## src/rtl/hazard_ctrl_if.sv

```systemverilog
// ID-stage decode, redirect and hazard-control bundle between the pipeline and hazard_ctrl.
interface hazard_ctrl_if #(parameter int CNT_W = 16);
  logic [4:0]       a1, a2, RdD;
  logic             UseRs1D, UseRs2D, RegWriteD, MemReadD, BranchTakenE;
  logic             StallF, StallD, FlushD, FlushE;
  logic [1:0]       ForwardAE, ForwardBE;
  logic             ForwardAD, ForwardBD;
  logic [CNT_W-1:0] StallCount, FlushCount;

  modport master (
    output a1, a2, RdD, UseRs1D, UseRs2D, RegWriteD, MemReadD, BranchTakenE,
    input  StallF, StallD, FlushD, FlushE, ForwardAE, ForwardBE, ForwardAD, ForwardBD,
    input  StallCount, FlushCount
  );
  modport slave (
    input  a1, a2, RdD, UseRs1D, UseRs2D, RegWriteD, MemReadD, BranchTakenE,
    output StallF, StallD, FlushD, FlushE, ForwardAE, ForwardBE, ForwardAD, ForwardBD,
    output StallCount, FlushCount
  );
endinterface

```

## src/rtl/hazard_ctrl.sv

```systemverilog
// Hazard/forwarding controller for the 5-stage RV32I pipeline: load-use stall, redirect
// flush, registered EX forwarding selects, WB->ID bypass and saturating event counters.

// Per-source-operand hazard compare against the EX/MEM/WB shadow slots.
module hazard_opnd (
  input  logic [4:0] addr,
  input  logic       use_en,
  input  logic [4:0] ex_rd, mem_rd, wb_rd,
  input  logic       ex_we, ex_ld, mem_we, wb_we,
  output logic [1:0] fwd_e_nxt,
  output logic       fwd_d,
  output logic       ld_hit
);
  always_comb begin
    ld_hit    = ex_ld & ex_we & use_en & (addr == ex_rd);
    fwd_d     = wb_we & use_en & (addr == wb_rd);
    fwd_e_nxt = 2'b00;
    // newest producer wins
    if (use_en & ex_we & (addr == ex_rd))        fwd_e_nxt = 2'b10;
    else if (use_en & mem_we & (addr == mem_rd)) fwd_e_nxt = 2'b01;
  end
endmodule

module hazard_ctrl #(
  parameter int CNT_W = 16
) (
  input  logic         clk,
  input  logic         reset,
  hazard_ctrl_if.slave hif
);
  localparam int NOPND = 2;

  logic [4:0]             ex_rd, mem_rd, wb_rd;
  logic                   ex_we, ex_ld, mem_we, wb_we;
  logic [1:0]             fwd_ae, fwd_be;
  logic [CNT_W-1:0]       stall_cnt, flush_cnt;

  logic [NOPND-1:0][4:0]  addr;
  logic [NOPND-1:0]       use_en, fwd_d, ld_hit;
  logic [NOPND-1:0][1:0]  fwd_e_nxt;
  logic                   we_d, ld_use, stall, flush_e;

  assign addr   = {hif.a2, hif.a1};
  assign use_en = {hif.UseRs2D, hif.UseRs1D};

  for (genvar i = 0; i < NOPND; i++) begin : g_opnd
    hazard_opnd u_opnd (
      .addr     (addr[i]),
      .use_en   (use_en[i]),
      .ex_rd    (ex_rd),
      .mem_rd   (mem_rd),
      .wb_rd    (wb_rd),
      .ex_we    (ex_we),
      .ex_ld    (ex_ld),
      .mem_we   (mem_we),
      .wb_we    (wb_we),
      .fwd_e_nxt(fwd_e_nxt[i]),
      .fwd_d    (fwd_d[i]),
      .ld_hit   (ld_hit[i])
    );
  end

  // x0 writes never create a producer
  assign we_d    = hif.RegWriteD & (|hif.RdD);
  assign ld_use  = |ld_hit;
  // a redirect makes the ID instruction wrong-path: flush it instead of stalling
  assign stall   = ld_use & ~hif.BranchTakenE;
  assign flush_e = hif.BranchTakenE | ld_use;

  assign hif.StallF     = ~reset & stall;
  assign hif.StallD     = ~reset & stall;
  assign hif.FlushD     = ~reset & hif.BranchTakenE;
  assign hif.FlushE     = ~reset & flush_e;
  assign hif.ForwardAD  = ~reset & fwd_d[0];
  assign hif.ForwardBD  = ~reset & fwd_d[1];
  assign hif.ForwardAE  = fwd_ae;
  assign hif.ForwardBE  = fwd_be;
  assign hif.StallCount = stall_cnt;
  assign hif.FlushCount = flush_cnt;

  always_ff @(posedge clk) begin
    if (reset) begin
      ex_rd     <= '0;
      ex_we     <= 1'b0;
      ex_ld     <= 1'b0;
      mem_rd    <= '0;
      mem_we    <= 1'b0;
      wb_rd     <= '0;
      wb_we     <= 1'b0;
      fwd_ae    <= 2'b00;
      fwd_be    <= 2'b00;
      stall_cnt <= '0;
      flush_cnt <= '0;
    end else begin
      if (flush_e) begin
        ex_rd  <= '0;
        ex_we  <= 1'b0;
        ex_ld  <= 1'b0;
        fwd_ae <= 2'b00;
        fwd_be <= 2'b00;
      end else begin
        ex_rd  <= hif.RdD;
        ex_we  <= we_d;
        ex_ld  <= hif.MemReadD & we_d;
        fwd_ae <= fwd_e_nxt[0];
        fwd_be <= fwd_e_nxt[1];
      end
      mem_rd <= ex_rd;
      mem_we <= ex_we;
      wb_rd  <= mem_rd;
      wb_we  <= mem_we;
      if (stall && stall_cnt != '1)
        stall_cnt <= stall_cnt + CNT_W'(1);
      if (hif.BranchTakenE && flush_cnt != '1)
        flush_cnt <= flush_cnt + CNT_W'(1);
    end
  end
endmodule

```

## src/flat_wrapper.sv

```systemverilog
// flat-port wrapper written by rule: the top's interface ports become plain ports
module hazard_ctrl_flat 
#(
  parameter int CNT_W = 16
)
  (clk, reset, hif_a1, hif_a2, hif_RdD, hif_UseRs1D, hif_UseRs2D, hif_RegWriteD, hif_MemReadD, hif_BranchTakenE, hif_StallF, hif_StallD, hif_FlushD, hif_FlushE, hif_ForwardAE, hif_ForwardBE, hif_ForwardAD, hif_ForwardBD, hif_StallCount, hif_FlushCount);
  hazard_ctrl_if #(.CNT_W(CNT_W)) hif_i ();
  input  logic clk;
  input  logic reset;
  input wire logic [$bits(hif_i.a1)-1:0] hif_a1;
  input wire logic [$bits(hif_i.a2)-1:0] hif_a2;
  input wire logic [$bits(hif_i.RdD)-1:0] hif_RdD;
  input wire logic [$bits(hif_i.UseRs1D)-1:0] hif_UseRs1D;
  input wire logic [$bits(hif_i.UseRs2D)-1:0] hif_UseRs2D;
  input wire logic [$bits(hif_i.RegWriteD)-1:0] hif_RegWriteD;
  input wire logic [$bits(hif_i.MemReadD)-1:0] hif_MemReadD;
  input wire logic [$bits(hif_i.BranchTakenE)-1:0] hif_BranchTakenE;
  output wire logic [$bits(hif_i.StallF)-1:0] hif_StallF;
  output wire logic [$bits(hif_i.StallD)-1:0] hif_StallD;
  output wire logic [$bits(hif_i.FlushD)-1:0] hif_FlushD;
  output wire logic [$bits(hif_i.FlushE)-1:0] hif_FlushE;
  output wire logic [$bits(hif_i.ForwardAE)-1:0] hif_ForwardAE;
  output wire logic [$bits(hif_i.ForwardBE)-1:0] hif_ForwardBE;
  output wire logic [$bits(hif_i.ForwardAD)-1:0] hif_ForwardAD;
  output wire logic [$bits(hif_i.ForwardBD)-1:0] hif_ForwardBD;
  output wire logic [$bits(hif_i.StallCount)-1:0] hif_StallCount;
  output wire logic [$bits(hif_i.FlushCount)-1:0] hif_FlushCount;
  assign hif_i.a1 = hif_a1;
  assign hif_i.a2 = hif_a2;
  assign hif_i.RdD = hif_RdD;
  assign hif_i.UseRs1D = hif_UseRs1D;
  assign hif_i.UseRs2D = hif_UseRs2D;
  assign hif_i.RegWriteD = hif_RegWriteD;
  assign hif_i.MemReadD = hif_MemReadD;
  assign hif_i.BranchTakenE = hif_BranchTakenE;
  assign hif_StallF = hif_i.StallF;
  assign hif_StallD = hif_i.StallD;
  assign hif_FlushD = hif_i.FlushD;
  assign hif_FlushE = hif_i.FlushE;
  assign hif_ForwardAE = hif_i.ForwardAE;
  assign hif_ForwardBE = hif_i.ForwardBE;
  assign hif_ForwardAD = hif_i.ForwardAD;
  assign hif_ForwardBD = hif_i.ForwardBD;
  assign hif_StallCount = hif_i.StallCount;
  assign hif_FlushCount = hif_i.FlushCount;
  hazard_ctrl #(.CNT_W(CNT_W)) u_core (.clk(clk), .reset(reset), .hif(hif_i));
endmodule
```

## config.mk

```make
export PLATFORM = sky130hd
export DESIGN_NAME = hazard_ctrl_flat
export DESIGN_NICKNAME = d
export VERILOG_FILES = /design/src/rtl/hazard_ctrl_if.sv /design/src/rtl/hazard_ctrl.sv /design/src/flat_wrapper.sv
export SDC_FILE = /design/constraint.sdc
export NUM_CORES = 1
export LEC_CHECK = 0
export CAP_MARGIN = 20
export CORE_MARGIN = 5
export CORE_UTILIZATION = 44
export CTS_CLUSTER_SIZE = 40
export DETAILED_ROUTE_END_ITERATION = 10
export GPL_TIMING_DRIVEN = 0
export PLACE_DENSITY = 0.72
export SETUP_SLACK_MARGIN = 0.2
export SLEW_MARGIN = 20
export SYNTH_ARGS = -nofsm -noshare
export SYNTH_HDL_FRONTEND = slang
export SYNTH_SLANG_ARGS = --single-unit
```

## constraint.sdc

```tcl
create_clock -name clk -period 2.6 [get_ports clk]
set_clock_uncertainty 0.2 [all_clocks]
set_input_delay 0.52 -clock clk [delete_from_list [all_inputs] [get_ports clk]]
set_output_delay 0.52 -clock clk [all_outputs]
set_load 0.05 [all_outputs]
```

==> flow_metrics.env <==
export IMPL_startpoint_type="input pin"
export IMPL_die_x_um=88.4
export IMPL_clock_path_buffers=2
export IMPL_timing_fmax_mhz=359
export IMPL_yosys_warnings=0
export IMPL_htree_levels=2
export IMPL_drt_pass1_iter_count=4
export IMPL_synth_net_count=323
export IMPL_netlist_cell_type_count=43
export IMPL_design_core_area_mm2=0.00596
export IMPL_route_antenna_remaining_nets=0
export IMPL_post_layout_total_power_mw=1.51
export IMPL_num_vias=2481
export IMPL_final_cycle_share_pct=107
export IMPL_dp_hpwl_um=4910
export IMPL_power_switching_share_pct=25.2
export IMPL_syn_to_final_growth_pct=35.5
export IMPL_worst_ep_arrival_ns=2.07
export IMPL_antenna_violations_before_repair=0
export IMPL_intPower_mw=1.13
export IMPL_tritoncts_num_sinks=55
export IMPL_post_synth_edffs=0
export IMPL_pwr_density_cell_mw_per_mm2=413
export IMPL_cts_buffers=5
export IMPL_path_class="input pin to primary output"
export IMPL_r2r_worst_path_cells=6
export IMPL_end_kind="primary output"
export IMPL_finalNetCount=399
export IMPL_timing_final_hold_violations=0
export IMPL_final_setup_worst_slack_ns=-0.185
export IMPL_drt_wl_total_um=6710
export IMPL_grt_usage_pct=18.0
export IMPL_design_die_area_mm2=0.00781
export IMPL_synth_top_flop_cell="dfxtp_1"
export IMPL_final_slew_viol_count=0
export IMPL_grt_start_max_net_pins=17
export IMPL_die_y_um=88.4
export IMPL_fraction_of_final_layout_cells_sized_beyond_drive_strength_1_pct=16.8
export IMPL_overflow=0
export IMPL_grt_setup_unrepaired="true"
export IMPL_fill_cells=531
export IMPL_synthArstFlopShare_pct=0
export IMPL_tritoncts_clock_tree="done"
export IMPL_initialDrtViolationCount=120
export IMPL_detail_route_drc_violations=0
export IMPL_finalSetupViolations=3
export IMPL_power_clock_fraction_pct=30.5
export IMPL_violations="setup timing"
export IMPL_hold_path_cell_count=1
export IMPL_cts_root_buf="clkbuf_8"
export IMPL_syn_avg_cell_area_um2=9.04
export IMPL_insertion_delay_ns=0.31
export IMPL_rows=28
export IMPL_critPathMaxFanout=3
export IMPL_worst_slew_margin_rel_pct=65.3
export IMPL_ys_seq_elements=55
export IMPL_p_leak_nw=1.31
export IMPL_worst_slew_pin_slew_ns=0.516
export IMPL_detail_route_wl_per_cell_um=14.9
export IMPL_worst_endpoint_required_ns=1.88
export IMPL_worstHoldPathType="flop to flop"
export IMPL_synthCells=299
export IMPL_power_sequential_fraction_pct=57.4
export IMPL_grt_pass1_vias=2345
export IMPL_quantity_of_i_o_buffers_inserted_on_ports=62
export IMPL_maxCapViolations=0
export IMPL_synth_cell_area_mm2=0.00270
export IMPL_ios=64
export IMPL_layout_min_cycle_time_ns=2.79
export IMPL_antennaDiodeCount=0
export IMPL_status="finished with violations"
export IMPL_seq_area_frac_synth_pct=40.7
export IMPL_grt_first_pass_wirelength_um=11100
export IMPL_vdd_drop_max_mv=0.299
export IMPL_pwr_share_comb_pct=12.1
export IMPL_total_switching_power_uw=381
export IMPL_clkTransAtPathRegs_ns=0.09
export IMPL_gp_congestion=0.802
export IMPL_detail_route_vias_per_cell=5.50
export IMPL_start_util_pct=45.4
export IMPL_finalSetupTns_ns=-0.427
==> cells in the final DEF (no fill, tap or decap), types with 4 or more instances in the layout <==
cell type	instances
and2_1	6
buf_6	5
buf_2	7
o31ai_1	8
buf_4	9
inv_1	4
a21oi_1	14
nand2_1	19
clkdlybuf4s50_1	43
and3_1	12
or3_1	4
clkbuf_8	7
nand3_1	10
nor4_1	4
nor2_1	21
nor3_1	11
or4_1	9
clkbuf_1	6
dfxtp_1	52
nor2b_1	13
and4_1	7
nand4_1	11
xor2_2	4
dlygate4sd2_1	4
xnor2_2	5
xnor2_1	24
xor2_1	5
==> flip-flops by register name (all words and copies together), names as in the netlist, 2 cells and up <==
| name | flops |
|---|---|
| u_core.hif.ForwardBE | 2 |
| u_core.ex_rd | 5 |
| u_core.wb_rd | 5 |
| u_core.hif.ForwardAE | 2 |
| u_core.mem_rd | 5 |
| u_core.hif.StallCount | 16 |
| u_core.hif.FlushCount | 16 |
==> worst paths after layout <==
kind	start	slack [ns]	endpoint
worst min register to register	u_core.mem_we	0.27	u_core.wb_we
worst min-delay path	u_core.mem_we	0.27	u_core.wb_we
worst max register to register	u_core.hif.StallCount[0]	0.32	u_core.hif.StallCount[8]
worst max-delay path	hif_a2[0]	-0.19	hif_StallF
==> per-stage QoR <==
step	utilization (%)	hold slack (ns)	area (µm²)	cells	setup slack [ns]
4_1_cts	61.5	0.273	3660	451	-0.210
3_5_place_dp	57.9	0.264	3450	436	-1.47
2_1_floorplan	-	0.244	2730	299	-0.371
5_1_grt	61.5	0.302	3660	451	-0.284
3_3_place_gp	57.9	0.255	3450	436	-1.42
6_report	61.5	0.269	3660	451	-0.185
==> area by class of cell <==
cell class	count	area [µm²]	share of cell area, %
tap	75	93.8	2.56
sequential	55	1100	30.2
clock inverter	2	12.5	0.342
timing repair buffer	69	641	17.5
inverter	4	15.0	0.410
buffer	12	83.8	2.29
clock buffer	6	72.6	1.98
multi-input combinational	228	1640	44.8
==> power by group through the flow <==
stage / Clock, mW / Combinational [mW] / Sequential, mW
after global placement: 0 / 0.164 / 0.885
after detailed placement: 0 / 0.165 / 0.885
after global routing: 0.516 / 0.196 / 0.870
final: 0.461 / 0.183 / 0.868
after CTS: 0.476 / 0.183 / 0.867
after floorplan: 0 / 0.0851 / 0.894
==> cell families (layout without fill, tap and decap cells) <==
logic type / Yosys count / after routing / share of synthesized area, %
AO/OA/AOI/OAI: 42 / 42 / 11.2
flip-flops: 55 / 55 / 40.7
multiplexers: 3 / 3 / 1.16
adder cells (fa/ha/maj): 2 / 2 / 0.926
buffers and inverters: 16 / 93 / 2.64
XOR/XNOR: 38 / 38 / 12.3
AND/OR/NAND/NOR: 143 / 143 / 31.0
==> worst max-delay path, stage by stage <==
cell	delay (ns)
buf_2	0.13
xor2_2	0.19
nor4_4	0.34
a2bb2oi_4	0.11
buf_6	0.12
or2_4	0.24
nor3_4	0.15
buf_6	0.12
buf_8	0.13
==> layer usage <==
layer / vias to the layer above / wire (µm) / GRT usage, % / share of wire, %
li1: 1240 / - / - / -
met1: 1158 / 3110 / 23.9 / 46
met2: 69 / 3150 / 28.8 / 47
met3: 14 / 335 / 3.45 / 5.0
met4: 0 / 123 / 7.42 / 1.8
met5: - / 0 / 0 / 0
==> cell usage after synthesis (2+ instances only) <==
cell type / n / share of area (%)
a21oi_1: 15 / 2.8
a31oi_1: 2 / 0.46
and2_1: 7 / 1.6
and3_1: 12 / 2.8
and4_1: 7 / 2.3
clkbuf_1: 10 / 1.4
dfxtp_1: 55 / 41
ha_1: 2 / 0.93
inv_1: 4 / 0.56
mux2i_1: 2 / 0.74
nand2_1: 20 / 2.8
nand3_1: 10 / 1.9
nand4_1: 11 / 2.5
nor2_1: 21 / 2.9
nor2b_1: 14 / 3.2
nor3_1: 12 / 2.2
nor4_1: 4 / 0.93
nor4_4: 2 / 1.6
o211a_1: 2 / 0.74
o21ai_0: 3 / 0.56
o311ai_1: 3 / 0.97
o31ai_1: 8 / 2.2
o41ai_1: 3 / 0.97
or2_2: 4 / 0.93
or3_1: 4 / 0.93
or4_1: 9 / 2.5
xnor2_1: 29 / 9.4
xor2_1: 9 / 2.9
==> timing repair <==
action                                  CTS  global route
buffers inserted                          7             0
pin swaps                                10             0
hold buffers                              0             0
gates cloned                              0             0
gates resized for setup                  98             5
endpoints found under the setup margin   28             9
No activity file was read; power rests on OpenSTA's default activity.
